### config.mk
export PLATFORM = sky130hd
export DESIGN_NAME = sentinel_seq_lock
export DESIGN_NICKNAME = d
export VERILOG_FILES = /design/src/rtl/sentinel_seq_lock.sv
export SDC_FILE = /design/constraint.sdc
export NUM_CORES = 1
export LEC_CHECK = 0
export BUFFER_PORTS_ARGS = -buffer_cell sky130_fd_sc_hd__buf_4
export CAP_MARGIN = 20
export CELL_PAD_IN_SITES_DETAIL_PLACEMENT = 2
export CELL_PAD_IN_SITES_GLOBAL_PLACEMENT = 2
export CORE_MARGIN = 8
export CORE_UTILIZATION = 32
export DETAILED_ROUTE_END_ITERATION = 10
export PLACE_DENSITY_LB_ADDON = 0.3
export SLEW_MARGIN = 20
export SYNTH_ARGS = -nofsm -noshare
export SYNTH_HDL_FRONTEND = slang
export SYNTH_SLANG_ARGS = --single-unit
### constraint.sdc
create_clock -name clk -period 2 [get_ports clk]
set_clock_uncertainty 0.15 [all_clocks]
set_input_delay 0.1 -clock clk [delete_from_list [all_inputs] [get_ports clk]]
set_output_delay 0.1 -clock clk [all_outputs]
set_load 0.02 [all_outputs]
### src/rtl/sentinel_seq_lock.sv
// ============================================================================
// Module   : sentinel_seq_lock
// Purpose  : Multi-byte key lock with failed-attempt tracking, timed lockout,
//            7-segment status display and glow array drive.
// Options  : SENTINEL_AUTO_RELOCK_EN - leave UNLOCKED after RELOCK_CYCLES
// Revision : 1.0 - initial release
// ============================================================================
`default_nettype none

module sentinel_seq_lock #(
    parameter int                    KEY_BYTES      = 2,
    parameter logic [KEY_BYTES*8-1:0] KEY           = 16'h5AB6,
    parameter int                    MAX_FAILS      = 3,
    parameter int                    LOCKOUT_CYCLES = 1024,
    parameter int                    ENTRY_TIMEOUT  = 256,
    parameter int                    RELOCK_CYCLES  = 4096
) (
    input  logic                             clk,
    input  logic                             rst,
    input  logic                             ena,
    input  logic [7:0]                       key_byte,
    input  logic                             key_valid,
    input  logic                             relock,
    output logic                             unlocked,
    output logic                             locked_out,
    output logic [$clog2(MAX_FAILS+1)-1:0]   fail_count,
    output logic [7:0]                       seg_out,
    output logic [7:0]                       glow
);

    localparam int c_FAIL_W = $clog2(MAX_FAILS + 1);
    localparam int c_IDX_W  = (KEY_BYTES > 1) ? $clog2(KEY_BYTES) : 1;
    localparam int c_TMR_W  = $clog2(ENTRY_TIMEOUT);
    // Lockout counter is at least 7 bits so bit 6 can drive the dp blink.
    localparam int c_LCK_W  = ($clog2(LOCKOUT_CYCLES) > 7) ? $clog2(LOCKOUT_CYCLES) : 7;

    localparam logic [c_IDX_W-1:0]  c_LAST_IDX  = c_IDX_W'(KEY_BYTES - 1);
    localparam logic [c_TMR_W-1:0]  c_TMO_LAST  = c_TMR_W'(ENTRY_TIMEOUT - 1);
    localparam logic [c_LCK_W-1:0]  c_LCK_LAST  = c_LCK_W'(LOCKOUT_CYCLES - 1);
    localparam logic [c_FAIL_W-1:0] c_FAIL_LAST = c_FAIL_W'(MAX_FAILS - 1);
    localparam logic [c_FAIL_W-1:0] c_FAIL_MAX  = c_FAIL_W'(MAX_FAILS);

    typedef enum logic [1:0] {
        S_LOCKED   = 2'd0,
        S_ENTRY    = 2'd1,
        S_UNLOCKED = 2'd2,
        S_LOCKOUT  = 2'd3
    } state_t;

    state_t              state_q, state_d;
    logic [c_IDX_W-1:0]  idx_q,   idx_d;
    logic                mism_q,  mism_d;
    logic [c_TMR_W-1:0]  tmr_q,   tmr_d;
    logic [c_LCK_W-1:0]  lck_q,   lck_d;
    logic [c_FAIL_W-1:0] fail_q,  fail_d;

    logic w_end;
    logic w_bad;
    logic w_bad_now;

`ifdef SENTINEL_AUTO_RELOCK_EN
    localparam int c_RLK_W = ($clog2(RELOCK_CYCLES) > 1) ? $clog2(RELOCK_CYCLES) : 1;
    localparam logic [c_RLK_W-1:0] c_RLK_LAST = c_RLK_W'(RELOCK_CYCLES - 1);

    logic [c_RLK_W-1:0] rlk_q, rlk_d;
`else
    logic w_unused_relock;
    assign w_unused_relock = |RELOCK_CYCLES;
`endif

    always_comb begin
        state_d   = state_q;
        idx_d     = idx_q;
        mism_d    = mism_q;
        tmr_d     = tmr_q;
        lck_d     = lck_q;
        fail_d    = fail_q;
        w_end     = 1'b0;
        w_bad     = 1'b0;
        w_bad_now = 1'b0;
`ifdef SENTINEL_AUTO_RELOCK_EN
        rlk_d     = '0;
`endif

        if (ena) begin
            case (state_q)
                S_LOCKED: begin
                    if (key_valid) begin
                        if (KEY_BYTES == 1) begin
                            w_end = 1'b1;
                            w_bad = (key_byte != KEY[7:0]);
                        end else begin
                            state_d = S_ENTRY;
                            idx_d   = c_IDX_W'(1);
                            mism_d  = (key_byte != KEY[7:0]);
                            tmr_d   = '0;
                        end
                    end
                end
                S_ENTRY: begin
                    // A strobe on the timeout cycle still counts as a byte.
                    if (key_valid) begin
                        tmr_d     = '0;
                        w_bad_now = mism_q | (key_byte != KEY[idx_q*8 +: 8]);
                        if (idx_q == c_LAST_IDX) begin
                            w_end = 1'b1;
                            w_bad = w_bad_now;
                        end else begin
                            idx_d  = idx_q + c_IDX_W'(1);
                            mism_d = w_bad_now;
                        end
                    end else if (tmr_q == c_TMO_LAST) begin
                        w_end = 1'b1;
                        w_bad = 1'b1;
                    end else begin
                        tmr_d = tmr_q + c_TMR_W'(1);
                    end
                end
                S_UNLOCKED: begin
                    if (relock) begin
                        state_d = S_LOCKED;
                    end
`ifdef SENTINEL_AUTO_RELOCK_EN
                    else if (rlk_q == c_RLK_LAST) begin
                        state_d = S_LOCKED;
                    end else begin
                        rlk_d = rlk_q + c_RLK_W'(1);
                    end
`endif
                end
                S_LOCKOUT: begin
                    if (lck_q == c_LCK_LAST) begin
                        state_d = S_LOCKED;
                        fail_d  = '0;
                        lck_d   = '0;
                    end else begin
                        lck_d = lck_q + c_LCK_W'(1);
                    end
                end
                default: state_d = S_LOCKED;
            endcase

            if (w_end) begin
                idx_d  = '0;
                mism_d = 1'b0;
                tmr_d  = '0;
                if (!w_bad) begin
                    state_d = S_UNLOCKED;
                    fail_d  = '0;
                end else if (fail_q == c_FAIL_LAST) begin
                    state_d = S_LOCKOUT;
                    fail_d  = c_FAIL_MAX;
                    lck_d   = '0;
                end else begin
                    state_d = S_LOCKED;
                    fail_d  = fail_q + c_FAIL_W'(1);
                end
            end
        end
`ifdef SENTINEL_AUTO_RELOCK_EN
        else begin
            rlk_d = rlk_q;
        end
`endif
    end

    always_ff @(posedge clk or posedge rst) begin
        if (rst) begin
            state_q <= S_LOCKED;
            idx_q   <= '0;
            mism_q  <= 1'b0;
            tmr_q   <= '0;
            lck_q   <= '0;
            fail_q  <= '0;
        end else begin
            state_q <= state_d;
            idx_q   <= idx_d;
            mism_q  <= mism_d;
            tmr_q   <= tmr_d;
            lck_q   <= lck_d;
            fail_q  <= fail_d;
        end
    end

`ifdef SENTINEL_AUTO_RELOCK_EN
    always_ff @(posedge clk or posedge rst) begin
        if (rst) begin
            rlk_q <= '0;
        end else begin
            rlk_q <= rlk_d;
        end
    end
`endif

    assign unlocked   = (state_q == S_UNLOCKED);
    assign locked_out = (state_q == S_LOCKOUT);
    assign fail_count = fail_q;
    assign glow       = (ena && state_q == S_UNLOCKED) ? 8'hFF : 8'h00;

    always_comb begin
        seg_out = 8'hFF;
        if (ena) begin
            case (state_q)
                S_LOCKED:   seg_out = 8'hC7;
                S_ENTRY:    seg_out = 8'hBF;
                S_UNLOCKED: seg_out = 8'hC1;
                S_LOCKOUT:  seg_out = {~lck_q[6], 7'h06};
                default:    seg_out = 8'hFF;
            endcase
        end
    end

endmodule

`default_nettype wire

# == Word level (Yosys, flattened, before mapping) ==
# Index checks and enable logic that the tools add are counted.
# word_totals
elab_cells,81
out_inout_bits,20
register_bits,24
in_bits,13
# classes
shifts,1
eq_ne,14
muxes,43
n_addsub,4
bitwise,2
n_reduce_logical,11
# op_table
cell,n
$mux 10,5
$mux 8,6
$pmux 8 s4,1
$mux 2,10
$mux 1,17
$pmux 8 s2,1
$shiftx 16x5->8 const A,1
$ne 3x2->1 const B,4
$add 10x1->10 const B,1
$eq 10x10->1 const B,1
$reduce_and 5->1,2
$add 8x1->8 const B,1
$eq 8x8->1 const B,1
$ne 8x8->1,1
$ne 8x8->1 const B,1
$reduce_and 4->1,2
$eq 2x2->1 const B,3
$pmux 2 s3,1
$ne 4x3->1 const B,1
$pmux 1 s2,2
$reduce_bool 2->1,2
$reduce_bool 4->1,1
$ne 3x1->1 const B,1
$reduce_and 3->1,1
8 further kinds,8

# == Depth between registers and ports, before layout ==
# depth
ltp_word,9
mapped_depth,7
mapped_depth_nobuf,6

# == Worst setup path after synthesis ==
# OpenSTA, ideal clock, no wires.
# synth_path
path_kind,reg-to-output
start,reg state_q[0]
end,out seg_out[2]
t_required_ns,1.750
arrival_ns,1.693
n_path_buf,2
slack_ns,0.057
path_stages_with_launch,6
path_cell_list,dfrtp_1 > buf_4 > nor2b_1 > and2_1 > inv_1 > buf_4
# synth_between
elab_chain_len,3
elab_cells_between_ends,6
cone_classes,eq/ne (3); mux (2); reduce/logical (1)
# synth_rtl
item,line_no,rtl
start: declaration,50,"state_t state_q, state_d;"
start signal: assignment,176,state_q <= state_d;
$eq 2x2->1,n/a,
net unlocked,24,"output logic unlocked,"
$pmux 8 s4,203,case (state_q)
$mux 8,202,if (ena) begin
end: declaration,27,"output logic [7:0] seg_out,"
# The timed path passes the listed nets, and every way through them passes these cells.

# == Worst setup path after layout ==
# layout_path
start,reg tmr_q[1]
end,reg lck_q[0]
# layout_between
elab_chain_len,7
elab_cells_between_ends,10
cone_classes,eq/ne (1); mux (9)
# layout_rtl
item,line_no,rtl
start: declaration,53,"logic [c_TMR_W-1:0] tmr_q, tmr_d;"
start signal: assignment,179,tmr_q <= tmr_d;
$eq 8x8->1 *,112,end else if (tmr_q == c_TMO_LAST) begin
$mux 1 *,112,
$mux 1,102,if (key_valid) begin
$mux 1,86,case (state_q)
$mux 1,85,if (ena) begin
$mux 10,147,if (!w_bad) begin
$mux 10 *,143,if (w_end) begin
end signal: assignment,180,lck_q <= lck_d;
end: declaration,54,"logic [c_LCK_W-1:0] lck_q, lck_d;"
# Every way passes the cells marked *; elsewhere a longest branch is shown, timed or not. The select of a mux whose other input is x is not followed.
# A chain may end at the register's enable or synchronous reset.

==> key figures <==
Finish
  – # diodes: 0
  – Final Cell Area: around 2100 um2
  – Layout fillers: 599
  – Nets: 245
  – Final cell count without fillers: about 300
  – Storage element area: between 600 and 700 um2
  – Commonest non-fill, non-tap cell in the layout: buf_4
  – Commonest cells after routing, fill and taps aside: 46 x buf_4, 25 x nand2_1, 24 x dfrtp_1, 13 x inv_1, 13 x o21ai_0
  – Multi-input logic area: roughly 930 um2
  – Share of cells above drive strength 1: 0.289
  – Area Growth Syn to Fin: 25.8%

Timing
  – Setup violators final: 0
  – Tcrit/Tclk final: 0.988
  – Setup TNS: 0 ps
  – Max transition margin: 0.729
  – Pins Over Slew Limit: 0
  – Worst-Margin Slew: 403 ps
  – Unrepaired setup endpoints after global routing: yes
  – Worst hold slack: between 80 and 90 ps
  – Fmax: between 500 and 600 MHz
  – Final Hold Fails: 0
  – Fin crit period: slightly below 2000 ps

Worst setup path
  – CP endpoint: lck_q[0]$_DFFE_PP0P_
  – Critical path's largest stage delay: 420 ps
  – Critical path's slowest cell: dfrtp_1
  – R2r startpoint: tmr_q[1]$_DFFE_PP0P_
  – Crit path capture type: flip-flop
  – R2R depth: 6
  – Worst reg2reg path endpoint: lck_q[0]$_DFFE_PP0P_
  – Critical Path Fanout Max: 7
  – Worst EP required: 2010 ps
  – CP Class: flip-flop to flip-flop
  – CP startpoint: tmr_q[1]$_DFFE_PP0P_
  – R2R setup slack: around 24 ps
  – Setup crit start kind: flip-flop
  – CP arrival: just under 2000 ps
  – Cells along the critical path: ha_2, and4_4, a31oi_4, nor2_4, nand3_4, a311o_1

Status
  – Status: completed

Clock tree
  – Clock buffer depth: 2
  – CTS tree: yes
  – Clock transition at path regs: about 90 ps
  – Clock sink count: 24
  – Clock Root Buffer: clkbuf_8
  – H-tree depth: 1
  – Clk Latency, worst-skew pair: approximately 270 ps
  – Num CTS Buffers: 3

Floorplan
  – Die Y: about 88 um
  – Initial core utilization: 0.327
  – Core Area: between 5000 and 6000 um2
  – Die area: about 7800 um2
  – IO Count: 33
  – Row Count: 26
  – Die Wd: just under 90 um

Placement
  – Placed cell count: 290
  – IO Port Bufs: 32
  – Placer congestion estimate: 0.791
  – DP Wirelength: a little over 4 mm
  – Area post-placement: approximately 2000 um2

Logic synthesis
  – Simple-Gate Fraction of Synth Area: 0.289
  – Synthesis warning total: 0
  – Post-synthesis xor/xnor area fraction: 0.00527
  – Post-synth top flop: dfrtp_1
  – Main combinational cell family by area after synthesis: simple AND/OR/NAND/NOR gates
  – Mapped Nets: 209
  – Post-synth EDFFs: 0
  – Synth Area in Compound Gates: 0.207
  – Post-synthesis sequential area ratio: 0.361
  – Post-Synth Adder-Cell Area: 0.0226
  – Gate Count Post-Synth: just under 200
  – Synth Register Bits: 24
  – Asr flop ratio synth: 1.00
  – Yosys cell types: 50
  – Mux share of post-synthesis cell area: 0.0120
  – Mapped Area: about 1700 um2
  – Mean Syn Cell Area: between 8 and 9 um2

Flow run
  – Maxcap violations: 0

Global routing
  – GRT overflow: 0
  – Largest net degree at the start of global routing: 26
  – Initial antenna violation count: 0
  – GRT Total Usage: 0.141
  – Vias in the first global route: between 1.5k and 2k
  – First-pass GRT wire length: roughly 8.7 mm

Route
  – Final routed wire length divided by cell count: roughly 19 um
  – DRC: 0
  – Total routed wirelength: approximately 5.5 mm
  – Via count: about 1.6k
  – Routed Antenna Nets: 0
  – Via-to-Cell Ratio: between 5 and 6
  – DRT Pass-1 Iters: 4
  – Initial DRC count: 25

Hold path
  – HP Class: primary input to flip-flop

Power
  – Pleak: about 0.9 nW
  – Pwr/cell area: around 1100 nW/um2
  – Maximum VDD drop: between 0.4 and 0.5 mV
  – Design Power: between 2 and 2.5 mW
## cells in the mapped netlist (4+ instances only)
master / number / area share
nand2_1: 25 / 0.056
nand3_1: 8 / 0.024
a21oi_1: 4 / 0.012
and3_1: 5 / 0.019
inv_1: 13 / 0.029
nor2b_1: 4 / 0.015
nor2_1: 6 / 0.014
o21ai_0: 13 / 0.039
nand2b_1: 5 / 0.019
buf_4: 11 / 0.050
dfrtp_1: 24 / 0.36
a31o_1: 5 / 0.026
o21ai_1: 9 / 0.027
## per-layer routing
| layer | part of all wire | wire length [um] | GRT usage |
|---|---|---|---|
| met4 | 0.0062 | 34 | 0.0323 |
| met1 | 0.39 | 2170 | 0.148 |
| met3 | 0.021 | 118 | 0.0263 |
| met5 | 0 | 0 | 0 |
| met2 | 0.58 | 3200 | 0.280 |
## state kept, by name, summed over array words and instances (netlist names)
register    flops
idx_q           1
tmr_q           8
lck_q          10
mism_q          1
state_q         2
fail_count      2
## cell families (layout without fill, tap and decap cells)
group | after synthesis | after routing
AO/OA/AOI/OAI | 51 | 51
buffers and inverters | 30 | 65
adder cells (fa/ha/maj) | 3 | 3
XOR/XNOR | 1 | 1
AND/OR/NAND/NOR | 82 | 82
multiplexers | 2 | 2
flip-flops | 24 | 24
## layout make-up
cell class	count	share of cell area
clock buffers	4	0.0263
inverters	13	0.0233
multi-input cells	139	0.446
flip-flops and latches	24	0.287
well taps	70	0.0419
repair buffers	48	0.175
## power by group
part	internal, mW	switching [mW]
clock network	0.176	0.165
registers	0.631	0.197
logic	0.526	0.660
## how the worst min path moves through the flow
| stage | to | start | cells past startpoint |
|---|---|---|---|
| floorplan | fail_count[0]$_DFFE_PP0P_ | rst | 1 |
| finish | lck_q[8]$_DFFE_PP0P_ | ena | 2 |
| global placement | tmr_q[3]$_DFFE_PP0P_ | rst | 3 |
| detailed placement | tmr_q[3]$_DFFE_PP0P_ | rst | 3 |
| global route | tmr_q[3]$_DFFE_PP0P_ | key_valid | 3 |
| CTS | lck_q[8]$_DFFE_PP0P_ | ena | 2 |
## worst max-delay path: cells and delay by family (launching register included)
kind	cells	cell delay, ps
simple gates	3	620
compound gates	2	460
flops	1	420
fa+ha+maj	1	220
## repair_timing
action,in CTS,in global routing
hold buffers,2,0
endpoints found under the setup margin,1,7
resized for setup,1,7
hold endpoints to repair,25,0
pin swaps,0,2
buffers inserted,0,2
## stage by stage
stage | utilization | worst slack, ps
5_1_grt | 0.412 | -59.3
6_report | 0.412 | 24.2
3_3_place_gp | 0.386 | 101
4_1_cts | 0.401 | 9.64
3_5_place_dp | 0.386 | 13.8
2_1_floorplan | - | 57.3
Note: power is estimated with default switching activity, not from simulation.
